[src/rtl/branch_result_queue.sv]
// branch_result_queue
//   Holds resolved branch/jump results (ROB tag + next PC) coming out of the
//   branch reservation station until the CDB arbiter grants a broadcast slot.
//   The upstream station never stalls, so results that cannot be stored are
//   dropped and recorded in sticky error flags.
//
// Ports
//   clock, reset      system clock, synchronous active-high reset
//   resultValid       one-cycle result strobe from the branch RS
//   resultRobNum      ROB tag of the resolved branch (16 = "no tag")
//   resultData        resolved next PC
//   full, count       occupancy (registered)
//   cdbRequest        head entry valid, asking for a CDB slot (registered)
//   cdbGrant          arbiter grant for this cycle
//   cdbIscast         one-cycle broadcast strobe
//   cdbRobNum/cdbData broadcast payload, held while cdbIscast is low
//   flush             mispredict recovery: discard everything queued
//   overflow          sticky: valid result dropped because the queue was full
//   badTag            sticky: result arrived with tag >= 16
module branch_result_queue #(
    parameter int unsigned DEPTH  = 4,
    parameter int unsigned ROB_W  = 6,
    parameter int unsigned DATA_W = 32
) (
    input  logic              clock,
    input  logic              reset,
    input  logic              resultValid,
    input  logic [ROB_W-1:0]  resultRobNum,
    input  logic [DATA_W-1:0] resultData,
    output logic              full,
    output logic [2:0]        count,
    output logic              cdbRequest,
    input  logic              cdbGrant,
    output logic              cdbIscast,
    output logic [ROB_W-1:0]  cdbRobNum,
    output logic [DATA_W-1:0] cdbData,
    input  logic              flush,
    output logic              overflow,
    output logic              badTag
);

    localparam int unsigned PTR_W = (DEPTH > 1) ? $clog2(DEPTH) : 1;
    localparam int unsigned CNT_W = 3;
    localparam logic [ROB_W-1:0] NO_TAG = ROB_W'(16);

    typedef struct packed {
        logic [ROB_W-1:0]  tag;
        logic [DATA_W-1:0] data;
    } entry_t;

    entry_t             mem [DEPTH];

    logic [PTR_W-1:0]   wr_ptr;
    logic [PTR_W-1:0]   rd_ptr;

    logic               tag_ok;
    logic               push;
    logic               pop;

    logic [PTR_W-1:0]   wr_ptr_next;
    logic [PTR_W-1:0]   rd_ptr_next;
    logic [CNT_W-1:0]   count_next;
    logic               full_next;
    logic               request_next;
    logic               iscast_next;
    logic [ROB_W-1:0]   rob_num_next;
    logic [DATA_W-1:0]  data_next;
    logic               overflow_next;
    logic               bad_tag_next;

    // Accept/pop decisions use registered state only; flush suppresses both.
    always_comb begin
        tag_ok = (resultRobNum < NO_TAG);
        push   = resultValid && !full && tag_ok && !flush;
        pop    = cdbRequest && cdbGrant && !flush;
    end

    // Next-state for pointers, occupancy, broadcast payload and sticky flags.
    always_comb begin
        wr_ptr_next   = wr_ptr;
        rd_ptr_next   = rd_ptr;
        count_next    = count;
        iscast_next   = 1'b0;
        rob_num_next  = cdbRobNum;
        data_next     = cdbData;
        overflow_next = overflow;
        bad_tag_next  = badTag;

        if (flush) begin
            wr_ptr_next = '0;
            rd_ptr_next = '0;
            count_next  = '0;
        end else begin
            if (push) begin
                wr_ptr_next = wr_ptr + PTR_W'(1);
            end
            if (pop) begin
                rd_ptr_next  = rd_ptr + PTR_W'(1);
                iscast_next  = 1'b1;
                rob_num_next = mem[rd_ptr].tag;
                data_next    = mem[rd_ptr].data;
            end
            case ({push, pop})
                2'b10:   count_next = count + CNT_W'(1);
                2'b01:   count_next = count - CNT_W'(1);
                default: count_next = count;
            endcase
            // A bad tag wins over the full condition when both apply.
            if (resultValid && !tag_ok) begin
                bad_tag_next = 1'b1;
            end
            if (resultValid && tag_ok && full) begin
                overflow_next = 1'b1;
            end
        end

        full_next    = (count_next == CNT_W'(DEPTH));
        request_next = (count_next != CNT_W'(0));
    end

    // Control and output registers.
    always_ff @(posedge clock) begin
        if (reset) begin
            wr_ptr     <= '0;
            rd_ptr     <= '0;
            count      <= '0;
            full       <= 1'b0;
            cdbRequest <= 1'b0;
            cdbIscast  <= 1'b0;
            cdbRobNum  <= NO_TAG;
            cdbData    <= '0;
            overflow   <= 1'b0;
            badTag     <= 1'b0;
        end else begin
            wr_ptr     <= wr_ptr_next;
            rd_ptr     <= rd_ptr_next;
            count      <= count_next;
            full       <= full_next;
            cdbRequest <= request_next;
            cdbIscast  <= iscast_next;
            cdbRobNum  <= rob_num_next;
            cdbData    <= data_next;
            overflow   <= overflow_next;
            badTag     <= bad_tag_next;
        end
    end

    // Entry storage; contents are don't-care until written.
    always_ff @(posedge clock) begin
        if (push && !reset) begin
            mem[wr_ptr] <= '{tag: resultRobNum, data: resultData};
        end
    end

endmodule

[config.mk]
export PLATFORM = sky130hd
export DESIGN_NAME = branch_result_queue
export DESIGN_NICKNAME = d
export VERILOG_FILES = /design/src/rtl/branch_result_queue.sv
export SDC_FILE = /design/constraint.sdc
export NUM_CORES = 1
export LEC_CHECK = 0
export ABC_AREA = 1
export ABC_CLOCK_PERIOD_IN_PS = 4200
export BUFFER_PORTS_ARGS = -buffer_cell sky130_fd_sc_hd__buf_4
export CAP_MARGIN = 15
export CORE_MARGIN = 2
export CORE_UTILIZATION = 58
export CTS_BUF_LIST = sky130_fd_sc_hd__clkbuf_16
export CTS_CLUSTER_DIAMETER = 200
export DETAILED_ROUTE_END_ITERATION = 8
export GPL_TIMING_DRIVEN = 0
export PLACE_DENSITY_LB_ADDON = 0.2
export SKIP_CTS_REPAIR_TIMING = 1
export SLEW_MARGIN = 20
export SYNTH_ARGS = -nofsm -noshare
export SYNTH_HDL_FRONTEND = slang
export SYNTH_SLANG_ARGS = --single-unit
[constraint.sdc]
create_clock -name clock -period 4.2 [get_ports clock]
set_clock_uncertainty 0.05 [all_clocks]
set_input_delay 0.63 -clock clock [delete_from_list [all_inputs] [get_ports clock]]
set_output_delay 0.63 -clock clock [all_outputs]
set_load 0.02 [all_outputs]
Yosys cells after proc, flatten, opt, wreduce, memory -nomap -nowiden
Memory sizes are Yosys's and may differ from the RTL's. A register that Yosys moved wholly into a read port is not among the register bits. Index checks and enable logic that the tools add are counted.

Register bits: 12. Bits in latches: 0. Bits in writable memories: 152. Memory bits (read-only): 0. Input port bits: 43. Output and inout bits: 46. Logic and storage cells: 41. Memories: 1.

$add $sub $neg: 4. $mul: 0. Div/mod/pow operators: 0. Order comparisons: 1. Equal/unequal tests: 3. Shifts and indexed selects: 0. Mux-type cells: 5. Bitwise operators: 1. Reduce and logical (&&, ||, !) cells: 18.

Memory list: mem (words 4, bits a word 38, rd ports 1, clocked after Yosys merged registers in 1, wr ports 1, line 51) `entry_t mem [DEPTH];`.

Operator list (count): $logic_and 1x1->1 (9); $lt 6x5->1 const B (1); $pmux 3 s2 (1); $reduce_and 2->1 (3); $add 2x1->2 const B (2); $logic_not 1->1 (4); $add 3x1->3 const B (1); $eq 3x3->1 const B (1); $mux 1 (3); $mux 3 (1); $reduce_bool 3->1 (1); $sub 3x1->3 const B (1); $eq 2x1->1 const B (1); $eq 2x2->1 const B (1); $reduce_or 2->1 (1); $not 1->1 (1).

Longest topological paths before layout
Word-level depth: 8. Gate-level depth with buffers: 13. Gate-level depth less buffers: 12.

Least setup slack after synthesis
OpenSTA, ideal clock, no wires.

Path kind: in2reg. From: input resultRobNum[5]. To: memory mem[0][0] (netlist bit), enable pin. Setup time: 0.433 ns. Data arrival time: 2.831 ns. Data required time: 3.717 ns. Slack: 0.886 ns. Stages on the path: 4. Buffers on the path: 0. Cells stage by stage: nor2_1 nand3b_2 or2_1 nor2_1.

Longest elaborated chain between the ends: 6.

Ends and longest elaborated chain: start: declaration (line 28) `input logic [ROB_W-1:0] resultRobNum,`; $lt 6x5->1 (line 73) `tag_ok = (resultRobNum < NO_TAG);`; $logic_and 1x1->1 (2 in a row) (line 74) `push = resultValid && !full && tag_ok && !flush;`; $logic_and 1x1->1 (line 150) `if (push && !reset) begin`; $mux 1 (line 150); $mux 1 (implied by the code) (line 151) `mem[wr_ptr] <= '{tag: resultRobNum, data: resultData};`; end: declaration (line 51).

No other way between the ends.

Worst setup path in the final report
From: input resultRobNum[5]. To: memory mem[0][31] (netlist bit), enable pin.

Same word-level chain as after synthesis.

==> impl_metrics.py <==
metrics = {
    "power": {
        "power.total_w": 0.00421,
        "leakage_nw": 4.10,
        "ir_drop_v": 0.000343,
        "power.density_nw_per_um2": 434,
    },
    "clock_network": {
        "cts_tree": "yes",
        "cts-root-buf": "clkbuf_16",
        "cts_inserted_buffers": 20,
        "clk_pin_slew_ns": 0.06,
        "cts_buffer_depth": 3,
        "cts_max_level": 1,
        "clk_latency_ns": 0.49,
        "cts.sinks": 202,
    },
    "grt": {
        "grt_pass1_wl_um": 27900,
        "antenna_found_initial": 0,
        "grt_max_degree": 23,
        "first_global_vias": 5844,
        "grt_usage_pct": 24.5,
        "overflow": 0,
    },
    "sta": {
        "worst_slack_ns": 1.89,
        "fin_crit_sh_pct": 55.1,
        "setup_viol": 0,
        "slew_headroom_pct": 51.6,
        "tightest_slew_ns": 0.725,
        "drv_slew": 0,
        "fmax_mhz": 432,
        "rsz0062_at_grt": "no",
        "fin_crit_ns": 2.31,
        "whs_ns": 0.291,
        "hold_violations": 0,
    },
    "logic_synthesis": {
        "synth-compound-area-share_pct": 2.63,
        "ys_seq_area_share_pct": 69.7,
        "synth-main-ff-cell": "edfxtp_1",
        "synth_cells": 768,
        "yosysMostFrequentCell": "nand2_1",
        "synth.ff_latch_count": 202,
        "async_reset_ff_share_pct": 0,
        "synth_top_family_by_area": "simple AND/OR/NAND/NOR gates",
        "synthMuxAreaShare_pct": 0,
        "synth_nets": 817,
        "netlist.top_cell.by_area": "edfxtp_1",
        "yosysUniqueCellTypes": 23,
        "yosysWarningCount": 0,
        "netlist_area_um2": 7980,
        "synth_edf_count": 152,
        "synth_common_cells": "nand2_1, nor2_1, edfxtp_1",
        "synthXorXnorAreaFrac_pct": 0,
        "synth_top_area_share_pct": 57.2,
        "synth_simple_gate_area_share_pct": 20.8,
        "synthAdderAreaFrac_pct": 1.03,
        "synth.area.top_cells": "edfxtp_1, dfxtp_1, nand2_1, nor2_1, nand3_1",
        "syn_avg_cell_area_um2": 10.4,
    },
    "setup_path": {
        "critical_path_arrival_ns": 2.45,
        "crit_type": "in2reg",
        "crit_path_max_fanout": 20,
        "critical_path_required_ns": 4.33,
        "cp-end-kind": "register",
        "crit_path_start_kind": "input port",
    },
    "final_layout": {
        "antennaDiodeCount": 0,
        "fin_util_pct": 72.6,
        "area_growth_pct": 21.5,
        "drive_gt1_share_pct": 17.5,
        "nFillCells": 926,
        "final_nets": 930,
    },
    "placed_design": {
        "port_buffers": 87,
        "dp_hpwl_um": 11200,
        "dp_slack_ns": 1.37,
        "place_congestion": 0.768,
    },
    "detailed_routing": {
        "drt_first_pass_iters": 5,
        "avgRoutedWirePerCell_um": 16.6,
        "ant_nets": 0,
        "routed_wl_um": 17800,
        "viasPerCell": 5.34,
        "drc": 0,
        "route.vias.total": 5719,
        "drt_iter0_markers": 535,
    },
    "outcome": {
        "outcome": "finished, final reports clean",
    },
    "die": {
        "die_h_um": 121,
        "dieArea_um2": 14700,
        "coreArea_um2": 13300,
        "num_io_pins": 89,
        "num_rows": 42,
        "die_w_um": 121,
        "start_util_pct": 59.8,
    },
    "hold_path": {
        "hold_path_class": "in2reg",
    },
    "job": {
        "drv_cap": 0,
    },
}
[cell type report]
type                       instances  area (um2)  area share [%]
sequential                       202        5570            57.4
multi-input combinational        471        1980            20.5
timing repair buffer              91         741            7.64
clock buffer                      21         526            5.42
buffer                            38         245            2.53
tap                              176         220            2.27
inverter                          57         216            2.23
clock inverter                    15         196            2.03
[per-stage QoR]
step	cells	TNS, ns	instance area (um2)
after floorplan	768	0	7980
after global placement	1031	-79.46	8850
after detailed placement	1035	0	8970
after CTS	1071	0	9690
after global routing	1071	0	9690
final	1071	0	9690
[layout by cell type (no fill, tap or decap)]
cell type,Yosys,layout
buf_12,0,3
buf_6,10,10
edfxtp_1,152,152
inv_2,2,2
nor2_1,169,165
dfxtp_1,50,50
bufinv_16,0,5
clkinv_1,0,3
buf_1,2,2
nand2_1,206,206
ha_1,5,5
buf_2,13,13
buf_4,3,90
nor2_4,0,4
nand3b_2,1,1
a21oi_1,3,3
inv_1,54,56
clkinvlp_4,0,1
o21ai_0,35,35
clkbuf_16,0,21
o21ai_1,4,4
fa_1,1,1
inv_4,1,1
clkinv_2,0,4
nor3_1,1,1
clkbuf_1,10,10
nand3_2,1,1
nand3_1,43,43
nand4_1,1,1
buf_16,0,1
or2_1,1,1
[logic make-up after synthesis]
| family | count (synthesis) |
|---|---|
| buffers and inverters | 95 |
| AO/OA/AOI/OAI | 42 |
| adder cells (fa/ha/maj) | 6 |
| AND/OR/NAND/NOR | 423 |
| flip-flops | 202 |
[per-layer routing]
layer	up-vias	wire length [um]	global-route usage (%)
li1	2699	-	-
met1	2745	6910	30.5
met2	236	9000	43.4
met3	39	1460	4.09
met4	0	391	8.48
met5	-	0	0
[power breakdown]
part / internal, W / switching [W] / leakage, nW
logic: 0.0000481 / 0.0000678 / 1.97
clock network: 0.00121 / 0.000725 / 0.361
registers: 0.00215 / 0.00000527 / 1.77
total: 0.00341 / 0.000798 / 4.10
[flip-flops by register name, summed over array words and instances, names as in the netlist]
register / cells
cdbRequest: 1
count: 3
rd_ptr: 2
cdbData: 32
overflow: 1
full: 1
mem: 152
wr_ptr: 2
cdbRobNum: 6
cdbIscast: 1
badTag: 1
[critical path: stages]
cell and delay [ns]:
buf_4 0.14, nor2_1 0.20, nand3b_2 0.20, or2_1 0.40
nor2_4 0.61, buf_16 0.25
[path summary, 6_finish.rpt]
check	cells after the start	slack [ns]	to	startpoint
worst min-delay path	1	0.29	mem[0][5]	resultData[5]
worst min register to register	2	0.41	overflow	overflow
worst max-delay path	6	1.89	mem[0][31]	resultRobNum[5]
worst max register to register	11	1.91	cdbRequest	cdbRequest
Note: power is estimated with default switching activity, not from simulation.
